$ cat config.mk
export PLATFORM = sky130hd
export DESIGN_NAME = main_core
export DESIGN_NICKNAME = d
export VERILOG_FILES = /design/src/rtl/main_core_pkg.sv /design/src/rtl/main_core_input_conditioner.sv /design/src/rtl/main_core.sv
export SDC_FILE = /design/constraint.sdc
export NUM_CORES = 1
export LEC_CHECK = 0
export ABC_CLOCK_PERIOD_IN_PS = 3000
export BUFFER_PORTS_ARGS = -buffer_cell sky130_fd_sc_hd__buf_4
export CORE_AREA = 4 4 41 43
export CTS_CLUSTER_DIAMETER = 150
export DETAILED_ROUTE_END_ITERATION = 6
export DIE_AREA = 0 0 45 47
export HOLD_SLACK_MARGIN = 0.03
export SYNTH_ARGS = -nofsm -noshare
export SYNTH_HDL_FRONTEND = slang
export SYNTH_HIERARCHICAL = 1
export SYNTH_SLANG_ARGS = --single-unit
$ cat constraint.sdc
create_clock -name clk -period 3 [get_ports clk]
set_clock_uncertainty 0.1 [all_clocks]
set_input_delay 0.15 -clock clk [delete_from_list [all_inputs] [get_ports clk]]
set_output_delay 0.15 -clock clk [all_outputs]
set_load 0.1 [all_outputs]
$ cat src/rtl/main_core_pkg.sv
// Shared definitions for the two-channel input conditioner.
// Mode encodings and the debounce counter width helper.
package main_core_pkg;

    localparam int MODE_LEVEL  = 0;
    localparam int MODE_TOGGLE = 1;

    // One spare bit so the counter can hold DEBOUNCE_CYCLES without wrapping.
    function automatic int cnt_width(input int cycles);
        return $clog2(cycles) + 1;
    endfunction

endpackage

$ cat src/rtl/main_core_input_conditioner.sv
// One input channel: synchronizer, debounce filter and output stage.
// Output is always taken from a flop; no comb path from din to dout.
module input_conditioner
    import main_core_pkg::*;
#(
    parameter int SYNC_STAGES     = 2,
    parameter int DEBOUNCE_CYCLES = 4,
    parameter int MODE            = MODE_LEVEL
) (
    input  logic clk,
    input  logic rst_n,
    input  logic din,
    output logic dout
);

    localparam int CW = cnt_width(DEBOUNCE_CYCLES);
    localparam logic [CW-1:0] C_LAST = CW'(DEBOUNCE_CYCLES - 1);

    logic [SYNC_STAGES-1:0] sync_q;
    logic                   s;
    logic                   d_q;
    logic                   d_n;
    logic [CW-1:0]          c_q;
    logic [CW-1:0]          c_n;

    always_ff @(posedge clk or negedge rst_n) begin
        if (!rst_n) begin
            sync_q <= '0;
        end else begin
            sync_q <= {sync_q[SYNC_STAGES-2:0], din};
        end
    end

    assign s = sync_q[SYNC_STAGES-1];

    // Accept on the DEBOUNCE_CYCLES-th consecutive deviating edge.
    always_comb begin
        d_n = d_q;
        c_n = '0;
        if (s != d_q) begin
            if (c_q == C_LAST) begin
                d_n = s;
            end else begin
                c_n = c_q + CW'(1);
            end
        end
    end

    always_ff @(posedge clk or negedge rst_n) begin
        if (!rst_n) begin
            d_q <= 1'b0;
            c_q <= '0;
        end else begin
            d_q <= d_n;
            c_q <= c_n;
        end
    end

    generate
        if (MODE == MODE_TOGGLE) begin : g_toggle
            logic d_prev_q;
            logic out_q;

            always_ff @(posedge clk or negedge rst_n) begin
                if (!rst_n) begin
                    d_prev_q <= 1'b0;
                    out_q    <= 1'b0;
                end else begin
                    d_prev_q <= d_q;
                    if (d_q && !d_prev_q) begin
                        out_q <= !out_q;
                    end
                end
            end

            assign dout = out_q;
        end else begin : g_level
            assign dout = d_q;
        end
    endgenerate

endmodule

$ cat src/rtl/main_core.sv
// Board glue: two independent conditioned input channels to two outputs.
// Each channel has its own synchronizer, debouncer and output mode.
module main_core
    import main_core_pkg::*;
#(
    parameter int SYNC_STAGES     = 2,
    parameter int DEBOUNCE_CYCLES = 4,
    parameter int MODE1           = MODE_LEVEL,
    parameter int MODE2           = MODE_LEVEL
) (
    input  logic clk,
    input  logic rst_n,
    input  logic in1,
    input  logic in2,
    output logic out1,
    output logic out2
);

    input_conditioner #(
        .SYNC_STAGES     (SYNC_STAGES),
        .DEBOUNCE_CYCLES (DEBOUNCE_CYCLES),
        .MODE            (MODE1)
    ) u_ch1 (
        .clk   (clk),
        .rst_n (rst_n),
        .din   (in1),
        .dout  (out1)
    );

    input_conditioner #(
        .SYNC_STAGES     (SYNC_STAGES),
        .DEBOUNCE_CYCLES (DEBOUNCE_CYCLES),
        .MODE            (MODE2)
    ) u_ch2 (
        .clk   (clk),
        .rst_n (rst_n),
        .din   (in2),
        .dout  (out2)
    );

endmodule

; Word-level counts from Yosys, hierarchy flattened
; Index checks and enable logic that the tools add are counted.
[word_totals]
regBits = 12
latchBits = 0
ram_bits = 0
romBits = 0
inputBits = 4
output_inout_bits = 2
wordCells = 18
mem_count = 0
[classes]
addsub = 2
multipliers = 0
div_mod_pow = 0
n_lt_le_gt_ge = 0
n_eq_ne = 4
n_shift = 0
mux = 4
bitwise_logic = 0
n_reduce_logical = 2
[op_table]
columns = operator, count
row1 = $mux 3, 4
row2 = $add 3x1->3 const B, 2
row3 = $eq 3x2->1 const B, 2
row4 = $reduce_and 2->1, 2
row5 = $ne 1x1->1, 2

; Depth between registers and ports, before layout
; Gate-level depths: netlist (run 1).
[logic_depth]
depth_word = 3
mapped_depth = 3
mapped_depth_nobuf = 3

; Modules after synthesis
; The synthesis (run 1) kept the hierarchy.
[modules_own_cells]
columns = module, instances, cells_per_inst, area_per_inst_um2
row1 = input_conditioner, 2, 13, 216.5

; Worst setup path before layout (run 1)
; No wires, ideal clock.
[synth_timing]
path_type = reg2reg
startpoint = reg u_ch1.d_q (netlist: u_ch1/dout)
endpoint = reg u_ch1.c_q[1]
setup_time_ps = 89
arrival_time_ps = 1347
required_ps = 2811
slack_ps = 1465
path_stages_with_launch = 3
path_cell_list = dfrtp_1 xnor2_1 nor3b_1
[synth_between]
elab_chain_cells = 2
[synth_rtl]
columns = element, line_no
row1 = "start, declared", main_core_input_conditioner.sv:21  ; logic d_q;
row2 = "start signal, assigned", main_core_input_conditioner.sv:54  ; d_q <= d_n;
row3 = $ne 1x1->1, main_core_input_conditioner.sv:40  ; if (s != d_q) begin
row4 = $mux 3, main_core_input_conditioner.sv:40
row5 = net u_ch1.c_n[1], main_core_input_conditioner.sv:24  ; logic [CW-1:0] c_n;
row6 = "end signal, assigned", main_core_input_conditioner.sv:55  ; c_q <= c_n;
row7 = "end, declared", main_core_input_conditioner.sv:23  ; logic [CW-1:0] c_q;
; The timed path passes the listed nets, and every way through them passes these cells.
; A chain may end at the register's enable or synchronous reset.

; Worst setup path after layout (run 1)
[layout_timing]
startpoint = reg u_ch1.c_q[0]
endpoint = reg u_ch1.d_q (netlist: u_ch1/dout)
[layout_between]
elab_chain_cells = 2
[layout_rtl]
columns = element, line_no
row1 = $eq 3x2->1, main_core_input_conditioner.sv:41  ; if (c_q == C_LAST) begin
row2 = $reduce_and 2->1 (no line), -
; Every way passes these cells.

==> summary.txt, run 1 <==
Run status
  – Run status: finished clean

CTS
  – Clock insertion delay at the later pin of the skew report: 260 ps
  – CTS root buf: sky130_fd_sc_hd__clkbuf_4
  – TritonCTS sink count: 12
  – Depth of the CTS H-tree: 1
  – Clock-pin slew reported for the worst setup and hold paths after clock tree synthesis: 70 ps
  – Clock buffers created by TritonCTS: 3
  – TritonCTS clock tree: built
  – Setup bufs post-CTS: 0
  – Largest buffer count on any clock path: 2

Logic synthesis
  – Top cells by area in the synthesized netlist: sky130_fd_sc_hd__dfrtp_1, sky130_fd_sc_hd__nor3b_1, sky130_fd_sc_hd__nor2b_4
  – Main combinational cell family by area after synthesis: simple AND/OR/NAND/NOR gates
  – FFs w/ async S/R, synth: 100%
  – Post-synth top area cell: sky130_fd_sc_hd__dfrtp_1
  – Synthesized netlist net count: 32
  – Simple-gate area share of the yosys netlist: 15.6%
  – Fraction of post-synthesis cell area in the top cell type by area: 69.4%
  – Number of enable flip-flop cells after synthesis: 0
  – Average cell area after synthesis: 16.7 um^2
  – Compound-cell area share of the yosys netlist: 0%
  – Most common cell in the netlist: sky130_fd_sc_hd__dfrtp_1
  – Number of distinct library cell variants in the gate-level netlist after synthesis: 7
  – Post-Syn Instances: 26
  – Total standard cell area after synthesis: 433 um^2
  – Post-synthesis mux area share: 5.20%
  – Share of synthesized area occupied by flip-flops and latches: 69.4%
  – Fraction of the mapped netlist area in adder cells: 5.78%
  – List of most frequent post-synthesis cells: sky130_fd_sc_hd__dfrtp_1, sky130_fd_sc_hd__nor3b_1
  – Main flop type after synthesis: sky130_fd_sc_hd__dfrtp_1
  – Parity-gate share of the synthesized area counting xor and xnor cells: 4.05%
  – Total number of yosys warnings: 6
  – Total of flip-flops plus latches after synthesis: 12

GRT
  – Total Routing Usage GR: 7.30%
  – Overflow left after global routing: 0
  – Maximum number of pins on one net before global-route repair: 13
  – Wire length of the first global-routing pass: 1.02 mm
  – Antenna violations before repair: 0
  – Via count of the first global-routing pass: 265

Final layout
  – Fill cell total of the finished layout: 128
  – Number of non-filler instances in the completed layout: 52
  – # diodes: 0
  – Area added between synthesis and finish: 25.1%
  – Fraction of layout instances using a drive strength above 1: 32.4%
  – Number of nets in the layout: 45

STA
  – Accumulated negative setup slack: 0 ps
  – Number of pins with negative max-slew slack in the final report: 0
  – Tcrit/Tclk final: 41.7%
  – RSZ-0062 raised after global routing: no
  – Slew headroom: 82.4%
  – Final min period: 1250 ps
  – Final setup violation count: 0
  – Hold Vio Cnt, Final: 0
  – Worst slew pin tran: 262 ps
  – Upper clock frequency limit: 0.798 GHz

Power and ir drop
  – Proportion of total power due to net switching: 40.1%
  – Maximum vdd ir drop: 0.462 mV
  – Power density cells: 980 mW/mm^2
  – Part of the power in combinational logic: 40.5%
  – Clock share of power: 17.7%
  – Sequential power share: 41.8%
  – Leakage dissipation: 0.248 nW
  – Design Power: 0.531 mW
  – Power Internal: 0.318 mW
  – Switching component of the power: 0.213 mW

Floorplan
  – Die outline area: 0.00212 mm^2
  – Starting density of the core: 33.3%
  – Number of cell rows: 13
  – Die Y: 47 um
  – Top Ports: 6
  – Die boundary width: 45 um
  – Core area: 0.00130 mm^2

Worst setup path
  – Critical-path top delay cell: sky130_fd_sc_hd__dfrtp_1
  – Maximum cell stage delay along the critical path: 350 ps
  – Largest fanout of any net on the critical path: 3
  – Cell Chain, Critical Path: ha_1 -> nor2b_4 -> mux2_2
  – Critical path launch point type: register
  – Reg2reg setup slack: 1750 ps
  – Worst r2r src: u_ch1/c_q[0]
  – Classification of the worst setup path: register to register
  – CP endpoint kind: register
  – Required @ worst endpoint: 3050 ps
  – Arr. time, crit path: 1310 ps
  – Worst Reg2Reg Path Length in Cells: 3
  – Endpoint of the most critical register-to-register path: u_ch1/dout

Placed design
  – Number of buffers inserted by port buffering: 5
  – Placed Cells: 46
  – Placer's final routability congestion estimate: 0.705

Min path
  – Worst hold-check path type: input port to asynchronous set/reset pin

Detailed routing
  – Vias after detailed routing: 239
  – Initial detailed-routing violation count: 0
  – Routed wire length: 574 um
  – Vias/cell: 4.60
  – DRC Markers: 0
  – DR WL/cell: 11.0 um
  – Remaining antenna violation count after routing: 0
  – Number of detailed-routing iterations run before antenna repair: 1

Flow run
  – Number of violations of the max-capacitance limit: 0
[metal layers]
metal	vias to the layer above	global-route usage, %	share of wire [%]
met2	6	11.9	55
met5	-	0	0
met3	2	2.30	2.8
met1	120	6.67	39
met4	0	8.77	3.7
li1	111	-	-
[state kept, by name, summed over array words and instances, names as in the netlist]
| name | count |
|---|---|
| u_ch1/c_q | 3 |
| u_ch1/dout | 1 |
| u_ch1/sync_q | 2 |
| u_ch2/c_q | 3 |
| u_ch2/dout | 1 |
| u_ch2/sync_q | 2 |
[cells in the final DEF, fill, tap and decap left out, drive strengths merged]
cell and n:
buf 5, xnor2 2, ha 2, dfrtp 12, dlygate4sd3 3, nor3 2, mux2 2, nor2b 2
nor3b 4, clkbuf 3
[kinds of logic after synthesis]
kind of cell | Yosys count
multiplexers | 2
XOR/XNOR | 2
flip-flops | 12
AND/OR/NAND/NOR | 8
adder cells (fa/ha/maj) | 2
[power groups by stage]
| stage | Clock (mW) | Combinational, mW | Sequential (mW) |
|---|---|---|---|
| CTS | 0.0998 | 0.219 | 0.223 |
| floorplan | 0 | 0.0722 | 0.321 |
| global placement | 0 | 0.208 | 0.223 |
| global route | 0.109 | 0.226 | 0.230 |
| finish | 0.0941 | 0.215 | 0.222 |
| detailed placement | 0 | 0.216 | 0.226 |
[how the worst max path moves through the flow]
stage	from	slack, ps	endpoint
detailed placement	u_ch1/c_q[0]	1760	u_ch1/dout
finish	u_ch1/c_q[0]	1750	u_ch1/dout
global placement	u_ch1/c_q[0]	1800	u_ch1/dout
CTS	u_ch1/c_q[0]	1740	u_ch1/dout
global route	u_ch1/c_q[0]	1680	u_ch1/dout
floorplan	u_ch1/dout	1460	u_ch1/c_q[1]
[what timing repair did]
action | in CTS | in global routing
hold buffers | 3 | 0
gates resized for setup | 0 | 0
hold endpoints to repair | 14 | 0
[through the flow]
step                      utilization [%]  setup slack [ps]  cell area (um^2)  hold slack [ps]
final                                41.6              1750               542              143
after global routing                 41.6              1680               542              145
after CTS                            41.6              1740               542              137
after detailed placement             37.6              1760               489             -104
after global placement               37.6              1800               489             -114
after floorplan                         -              1460               433             -246
[worst max-delay path: cells and delay by family, from the launching register on]
family / cells / cell delay [ps]
DFF: 1 / 350
muxes: 1 / 340
adders and majority gates: 1 / 180
and+or+nand+nor: 1 / 180
[area by class of cell]
cell class | count | area (um^2) | share of cell area [%]
flip-flops and latches | 12 | 300 | 55.4
repair buffers | 8 | 67.6 | 12.5
well taps | 15 | 18.8 | 3.46
multi-input cells | 14 | 133 | 24.5
clock buffers | 3 | 22.5 | 4.16
No activity file was read; power rests on OpenSTA's default activity.
==> inputs of run 2 (changes only) <==
--- a/config.mk
+++ b/config.mk
@@ -5,7 +5,7 @@
 export SDC_FILE = /design/constraint.sdc
 export NUM_CORES = 1
 export LEC_CHECK = 0
-export ABC_CLOCK_PERIOD_IN_PS = 3000
+export ABC_CLOCK_PERIOD_IN_PS = 1200
 export BUFFER_PORTS_ARGS = -buffer_cell sky130_fd_sc_hd__buf_4
 export CORE_AREA = 4 4 41 43
 export CTS_CLUSTER_DIAMETER = 150
==> constraint.sdc (replaced) <==
create_clock -name clk -period 1.2 [get_ports clk]
set_clock_uncertainty 0.1 [all_clocks]
set_input_delay 0.06 -clock clk [delete_from_list [all_inputs] [get_ports clk]]
set_output_delay 0.06 -clock clk [all_outputs]
set_load 0.1 [all_outputs]
==> run 2 against run 1 <==
Net effect:
- maximum frequency grew 4.9%
- sequential cell count stayed put
- register-to-register slack lost 1700 ps
- count of clock-buffer cells in the layout unchanged
- largest power group is now combinational cells
==> summary.txt, run 2 (synthesis results as in run 1) <==
CTS
  – Clock buffers created by TritonCTS: 3 (unchanged)
  – Depth of the CTS H-tree: 1 (unchanged)
  – CTS root buf: sky130_fd_sc_hd__clkbuf_4
  – TritonCTS clock tree: built
  – Largest buffer count on any clock path: 2 (unchanged)
  – Clock insertion delay at the later pin of the skew report: 260 ps (about the same)
  – Clock-pin slew reported for the worst setup and hold paths after clock tree synthesis: 70 ps (about the same)
  – TritonCTS sink count: 12 (unchanged)

Power and ir drop
  – Power Internal: 0.911 mW (+190%)
  – Power density cells: 2410 mW/mm^2 (+150%)
  – Switching component of the power: 0.564 mW (+160%)
  – Part of the power in combinational logic: 44.9% (+4.4 points)
  – Maximum vdd ir drop: 1.10 mV (+140%)
  – Clock share of power: 15.8% (-1.9 points)
  – Proportion of total power due to net switching: 38.2% (-1.9 points)
  – Leakage dissipation: 0.282 nW (+13%)
  – Sequential power share: 39.3% (-2.5 points)

Min path
  – Worst hold-check path type: input port to asynchronous set/reset pin

STA
  – Upper clock frequency limit: 0.837 GHz (+4.9%)
  – Hold Vio Cnt, Final: 0 (unchanged)
  – Final setup violation count: 0 (unchanged)
  – Number of pins with negative max-slew slack in the final report: 0 (unchanged)
  – Worst slew pin tran: 328 ps (+66.1 ps)
  – RSZ-0062 raised after global routing: yes
  – Tcrit/Tclk final: 99.5% (+58 points)
  – Slew headroom: 78.0% (-4.4 points)
  – Final min period: 1190 ps (-58.1 ps)

Placed design
  – Placer's final routability congestion estimate: 0.700 (-0.62%)
  – Number of buffers inserted by port buffering: 5 (unchanged)
  – Placement Cell Area: 512 um^2 (+4.6%)

Final layout
  – # diodes: 0 (unchanged)
  – Leading cell type in the layout, fill and taps excluded: sky130_fd_sc_hd__buf_4
  – Area added between synthesis and finish: 41.3%
  – Number of nets in the layout: 51 (+13%)
  – Largest registers ranked by flip-flop count: u_ch1/c_q x3, u_ch2/c_q x3
  – Most frequent cells in the layout: sky130_fd_sc_hd__buf_4, sky130_fd_sc_hd__dfrtp_1, sky130_fd_sc_hd__clkbuf_4, sky130_fd_sc_hd__dlygate4sd3_1, sky130_fd_sc_hd__nor3b_1
  – Non-Filler Cell Area, Final: 612 um^2 (+13%)
  – Core occupancy in the finished layout: 47.0% (+5.4 points)
  – Fraction of layout instances using a drive strength above 1: 53.5% (+21 points)
  – Fill cell total of the finished layout: 129 (+0.78%)

Detailed routing
  – Initial detailed-routing violation count: 1 (+1)
  – Routed wire length: 658 um (+15%)
  – Vias after detailed routing: 258 (+7.9%)
  – Number of detailed-routing iterations run before antenna repair: 2 (+1)
  – DR WL/cell: 11.3 um (+2.8%)
  – Vias/cell: 4.45 (-3.2%)
  – Remaining antenna violation count after routing: 0 (unchanged)
  – DRC Markers: 0 (unchanged)

Floorplan
  – Die Y: 47 um (unchanged)
  – Number of cell rows: 13 (unchanged)
  – Die boundary width: 45 um (unchanged)
  – Starting density of the core: 33.3% (unchanged)
  – Core area: 0.00130 mm^2 (unchanged)
  – Die outline area: 0.00212 mm^2 (unchanged)
  – Top Ports: 6 (unchanged)

Worst setup path
  – Largest fanout of any net on the critical path: 2 (-1)
  – Critical path launch point type: register
  – Arr. time, crit path: 1240 ps (-70 ps)
  – Classification of the worst setup path: register to register
  – Required @ worst endpoint: 1250 ps (-1800 ps)
  – CP endpoint kind: register

GRT
  – Maximum number of pins on one net before global-route repair: 13 (unchanged)
  – Antenna violations before repair: 0 (unchanged)
  – Via count of the first global-routing pass: 272 (+2.6%)
  – Overflow left after global routing: 0 (unchanged)
  – Wire length of the first global-routing pass: 1.12 mm (+10%)
  – Total Routing Usage GR: 8.11% (+0.81 points)

Flow run
  – Number of violations of the max-capacitance limit: 0 (unchanged)

Run status
  – Run status: finished clean
## run 2: cell count changes in the layout (fill, tap and decap cells not counted), moves of 2 or more
cell and change:
sky130_fd_sc_hd__buf_4 +6, sky130_fd_sc_hd__dfrtp_1 -2, sky130_fd_sc_hd__dfrtp_4 +2, sky130_fd_sc_hd__ha_1 -2
sky130_fd_sc_hd__ha_2 +2, sky130_fd_sc_hd__mux2_2 -2, sky130_fd_sc_hd__mux2_4 +2
## run 2: final timing paths
kind                                 startpoint               to  cells past startpoint  slack [ps]
worst max register to register     u_ch2/c_q[0]       u_ch2/dout                      3           6
max in group asynchronous                 rst_n       u_ch2/dout                      2         760
min in group clk                u_ch1/sync_q[0]  u_ch1/sync_q[1]                      0         260
worst max-delay path               u_ch2/c_q[0]       u_ch2/dout                      3           6
worst min register to register  u_ch1/sync_q[0]  u_ch1/sync_q[1]                      0         260
worst min-delay path                      rst_n       u_ch1/dout                      2          70
## run 2: cell type report
class,instances,area (um^2),share of cell area [%]
Multi-Input combinational cell,14,150,24.5
Clock buffer,3,22.5,3.68
Timing Repair Buffer,14,113,18.4
Sequential cell,12,308,50.3
Tap cell,15,18.8,3.07
## run 2: power groups by stage
stage	registers [mW]	clock network (mW)	logic, mW
final	0.580	0.233	0.662
after global routing	0.593	0.266	0.708
after CTS	0.581	0.244	0.623
after detailed placement	0.586	0	0.559
after global placement	0.581	0	0.535
after floorplan	0.831	0	0.179
## run 2: what timing repair did
action / CTS / global route
endpoints found under the hold margin: 14 / 0
setup endpoints to repair: 4 / 4
hold buffers: 3 / 0
setup buffers: 2 / 2
pin swaps: 2 / 0
gates resized for setup: 5 / 0
## run 2: critical path, cell delays in order (launching register included)
cell and delay, ps:
sky130_fd_sc_hd__dfrtp_1 350, sky130_fd_sc_hd__ha_2 170, sky130_fd_sc_hd__nor2b_4 150, sky130_fd_sc_hd__mux2_4 300
## run 2: through the flow
step	setup TNS, ps	power, mW	hold WS, ps	setup WS [ps]	cells
after floorplan	0	1.01	-336	21.6	26
final	0	1.47	71.3	5.71	58
after global placement	0	1.12	-204	9.38	48
after global routing	-83.8	1.57	91.5	-41.5	58
after detailed placement	-105	1.15	-196	-40.7	48
after CTS	-9.99	1.45	54.3	-9.99	56
## run 2: routing by layer
layer,routed length (um),global-route usage [%],vias to the layer above
met2,339,12.1,6
met5,0,0,-
met4,19,10.5,0
met1,275,8.11,128
li1,-,-,122
met3,23,2.30,2
==> inputs of run 3 (changes only) <==
--- a/config.mk
+++ b/config.mk
@@ -5,6 +5,7 @@
 export SDC_FILE = /design/constraint.sdc
 export NUM_CORES = 1
 export LEC_CHECK = 0
+export ABC_AREA = 1
 export ABC_CLOCK_PERIOD_IN_PS = 1200
 export BUFFER_PORTS_ARGS = -buffer_cell sky130_fd_sc_hd__buf_4
 export CORE_AREA = 4 4 41 43
==> run 3 against run 2 <==
Net effect:
- synthesized area grew 10%
- sequential share of layout area shrank 0.099 points
- wire length grew 3.6%
- count of clock-buffer cells in the layout grew 1
- register-to-register slack gained 130 ps
- worst hold slack lost 14 ps
- sequential cell count is the same
- clock power grew 35%
- utilization shrank 0.67 points
==> summary.txt, run 3 <==
CTS
  – TritonCTS sink count: 12 (unchanged)
  – Depth of the CTS H-tree: 1 (unchanged)
  – Clock buffers created by TritonCTS: 3 (unchanged)
  – Clock insertion delay at the later pin of the skew report: 270 ps (about the same)
  – TritonCTS clock tree: built
  – Clock-pin slew reported for the worst setup and hold paths after clock tree synthesis: 70 ps (about the same)
  – CTS root buf: sky130_fd_sc_hd__clkbuf_4
  – Largest buffer count on any clock path: 2 (unchanged)
  – Post-CTS sizing: 0 (-5)

Detailed routing
  – Vias after detailed routing: 317 (+23%)
  – Vias/cell: 4.12 (-7.4%)
  – Number of detailed-routing iterations run before antenna repair: 2 (unchanged)
  – Initial detailed-routing violation count: 3 (+2)
  – Remaining antenna violation count after routing: 0 (unchanged)
  – DR WL/cell: 8.86 um (-22%)
  – DRC Markers: 0 (unchanged)
  – Routed wire length: 682 um (+3.6%)

Floorplan
  – Die outline area: 0.00212 mm^2 (unchanged)
  – Core area: 0.00130 mm^2 (unchanged)
  – Top Ports: 6 (unchanged)
  – Number of cell rows: 13 (unchanged)
  – Starting density of the core: 36.7% (+3.5 points)
  – Die Y: 47 um (unchanged)
  – Die boundary width: 45 um (unchanged)

Placed design
  – Placement Cell Area: 537 um^2 (+4.9%)
  – Number of buffers inserted by port buffering: 5 (unchanged)
  – Worst setup timing slack at the placement stage: 175 ps (+215 ps)
  – Hpwl dp: 504 um
  – Placer's final routability congestion estimate: 0.612 (-13%)
  – Placed Cells: 70 (+46%)

Worst setup path
  – Required @ worst endpoint: 1040 ps (-210 ps)
  – Critical path launch point type: register
  – Crit path buffers/inverters: 1 (+1)
  – Maximum cell stage delay along the critical path: 390 ps (+40 ps)
  – Largest fanout of any net on the critical path: 4 (+2)
  – Critical-path top delay cell: sky130_fd_sc_hd__dfrtp_2
  – CP endpoint kind: output pin
  – Classification of the worst setup path: register to output pin
  – Cell Chain, Critical Path: buf_4
  – Arr. time, crit path: 950 ps (-290 ps)
  – Top delay family on crit path: flip-flops

Logic synthesis
  – Fraction of post-synthesis cell area in the top cell type by area: 62.8% (-6.5 points)
  – Parity-gate share of the synthesized area counting xor and xnor cells: 0% (-4.0 points)
  – Total standard cell area after synthesis: 478 um^2 (+10%)
  – Main combinational cell family by area after synthesis: simple AND/OR/NAND/NOR gates
  – Post-synth top area cell: sky130_fd_sc_hd__dfrtp_1
  – Share of synthesized area occupied by flip-flops and latches: 62.8% (-6.5 points)
  – Synthesized netlist net count: 56 (+75%)
  – Total of flip-flops plus latches after synthesis: 12 (unchanged)
  – Number of enable flip-flop cells after synthesis: 0 (unchanged)
  – Compound-cell area share of the yosys netlist: 0% (unchanged)
  – Main flop type after synthesis: sky130_fd_sc_hd__dfrtp_1
  – Number of distinct library cell variants in the gate-level netlist after synthesis: 7 (unchanged)
  – Post-synthesis mux area share: 0% (-5.2 points)
  – Fraction of the mapped netlist area in adder cells: 5.24% (-0.54 points)
  – FFs w/ async S/R, synth: 100% (unchanged)
  – Average cell area after synthesis: 9.56 um^2 (-43%)
  – Simple-gate area share of the yosys netlist: 24.1% (+8.5 points)
  – List of most frequent post-synthesis cells: sky130_fd_sc_hd__dfrtp_1, sky130_fd_sc_hd__nand2_1, sky130_fd_sc_hd__inv_1, sky130_fd_sc_hd__nand2_2, sky130_fd_sc_hd__nor2_1
  – Top cells by area in the synthesized netlist: sky130_fd_sc_hd__dfrtp_1, sky130_fd_sc_hd__nand2_1, sky130_fd_sc_hd__inv_1
  – Post-Syn Instances: 50 (+92%)
  – Total number of yosys warnings: 6 (unchanged)

Power and ir drop
  – Design Power: 1.42 mW (-4.0%)
  – Power density cells: 2350 mW/mm^2 (-2.6%)
  – Leakage dissipation: 0.316 nW (+12%)
  – Maximum vdd ir drop: 0.835 mV (-24%)

GRT
  – Total Routing Usage GR: 8.53% (+0.42 points)
  – Maximum number of pins on one net before global-route repair: 13 (unchanged)
  – Overflow left after global routing: 0 (unchanged)
  – Antenna violations before repair: 0 (unchanged)
  – Wire length of the first global-routing pass: 1.21 mm (+8.0%)
  – Via count of the first global-routing pass: 294 (+8.1%)

Flow run
  – Number of violations of the max-capacitance limit: 0 (unchanged)

Final layout
  – Number of non-filler instances in the completed layout: 77 (+33%)
  – Leading cell type in the layout, fill and taps excluded: sky130_fd_sc_hd__nand2_1
  – Number of nets in the layout: 69 (+35%)
  – Non-Filler Cell Area, Final: 603 um^2 (-1.4%)
  – Largest registers ranked by flip-flop count: u_ch1/c_q x3, u_ch2/c_q x3
  – Fill cell total of the finished layout: 136 (+5.4%)
  – Most frequent cells in the layout: sky130_fd_sc_hd__nand2_1, sky130_fd_sc_hd__inv_1, sky130_fd_sc_hd__dfrtp_1
  – Area added between synthesis and finish: 26.2%
  – # diodes: 0 (unchanged)
  – Fraction of layout instances using a drive strength above 1: 27.4% (-26 points)

STA
  – Worst slew pin tran: 277 ps (-50.4 ps)
  – Hold Vio Cnt, Final: 0 (unchanged)
  – Setup ws final: 92.1 ps (+86.4 ps)
  – Accumulated negative setup slack: 0 ps (unchanged)
  – Tcrit/Tclk final: 92.3% (-7.2 points)
  – Upper clock frequency limit: 0.903 GHz (+7.8%)
  – Final min period: 1110 ps (-86.4 ps)
  – Slew headroom: 81.7% (+3.7 points)
  – Final setup violation count: 0 (unchanged)
  – Number of pins with negative max-slew slack in the final report: 0 (unchanged)
  – RSZ-0062 raised after global routing: no

Min path
  – Worst hold-check path type: input port to asynchronous set/reset pin

Run status
  – Run status: finished clean
run 3: cell types whose count changed after synthesis, sizes merged, moves of 4 or more:
cell | previous run | this run
nor2 | 0 | 6
nor3b | 4 | 0
nand2 | 0 | 18
inv | 0 | 10
run 3: cells by family (layout without fill, tap and decap cells):
family	after synthesis	count (layout)
fa+ha+maj	2	2
flops	12	12
buf+inv	10	22
simple gates	26	26
run 3: per-stage QoR:
step	hold slack [ps]	util (%)
after CTS	49.7	46.3
after detailed placement	-195	41.3
after global placement	-194	41.3
after floorplan	-336	-
after global routing	67.4	46.3
final	56.9	46.3
run 3: cell type report:
type	instances	area, um^2	share of cell area (%)
Inverter	10	37.5	6.22
Tap cell	15	18.8	3.11
Multi-Input combinational cell	28	140	23.2
Sequential cell	12	303	50.2
Clock buffer	4	36.3	6.02
Timing Repair Buffer	8	67.6	11.2
run 3: report_power, final:
group          internal, mW  leakage, nW  switching, mW
sequential            0.502        0.148         0.0570
combinational         0.156        0.147          0.387
clock                 0.184       0.0210          0.130
total                 0.843        0.316          0.573
run 3: routing by layer:
layer	GRT usage (%)	up-vias	part of all wire, %
li1	-	169	-
met1	10.8	142	49
met2	11.3	6	46
met3	3.45	0	4.4
met4	7.02	0	0
met5	0	-	0
run 3: final timing paths:
path	endpoint	cells after the start	slack [ps]	from
min in group clk	u_ch1/sync_q[1]	0	250	u_ch1/sync_q[0]
setup / recovery	out1	1	90	u_ch1/dout
max in group asynchronous	u_ch2/dout	2	780	rst_n
setup reg to reg	u_ch2/c_q[0]	4	140	u_ch2/c_q[0]
hold reg to reg	u_ch1/sync_q[1]	0	250	u_ch1/sync_q[0]
hold / removal	u_ch1/c_q[0]	2	60	rst_n
run 3: repair_timing:
item / 4_1_cts / 5_1_grt
setup buffers: 0 / 0
endpoints found under the hold margin: 14 / 0
hold buffers: 3 / 0
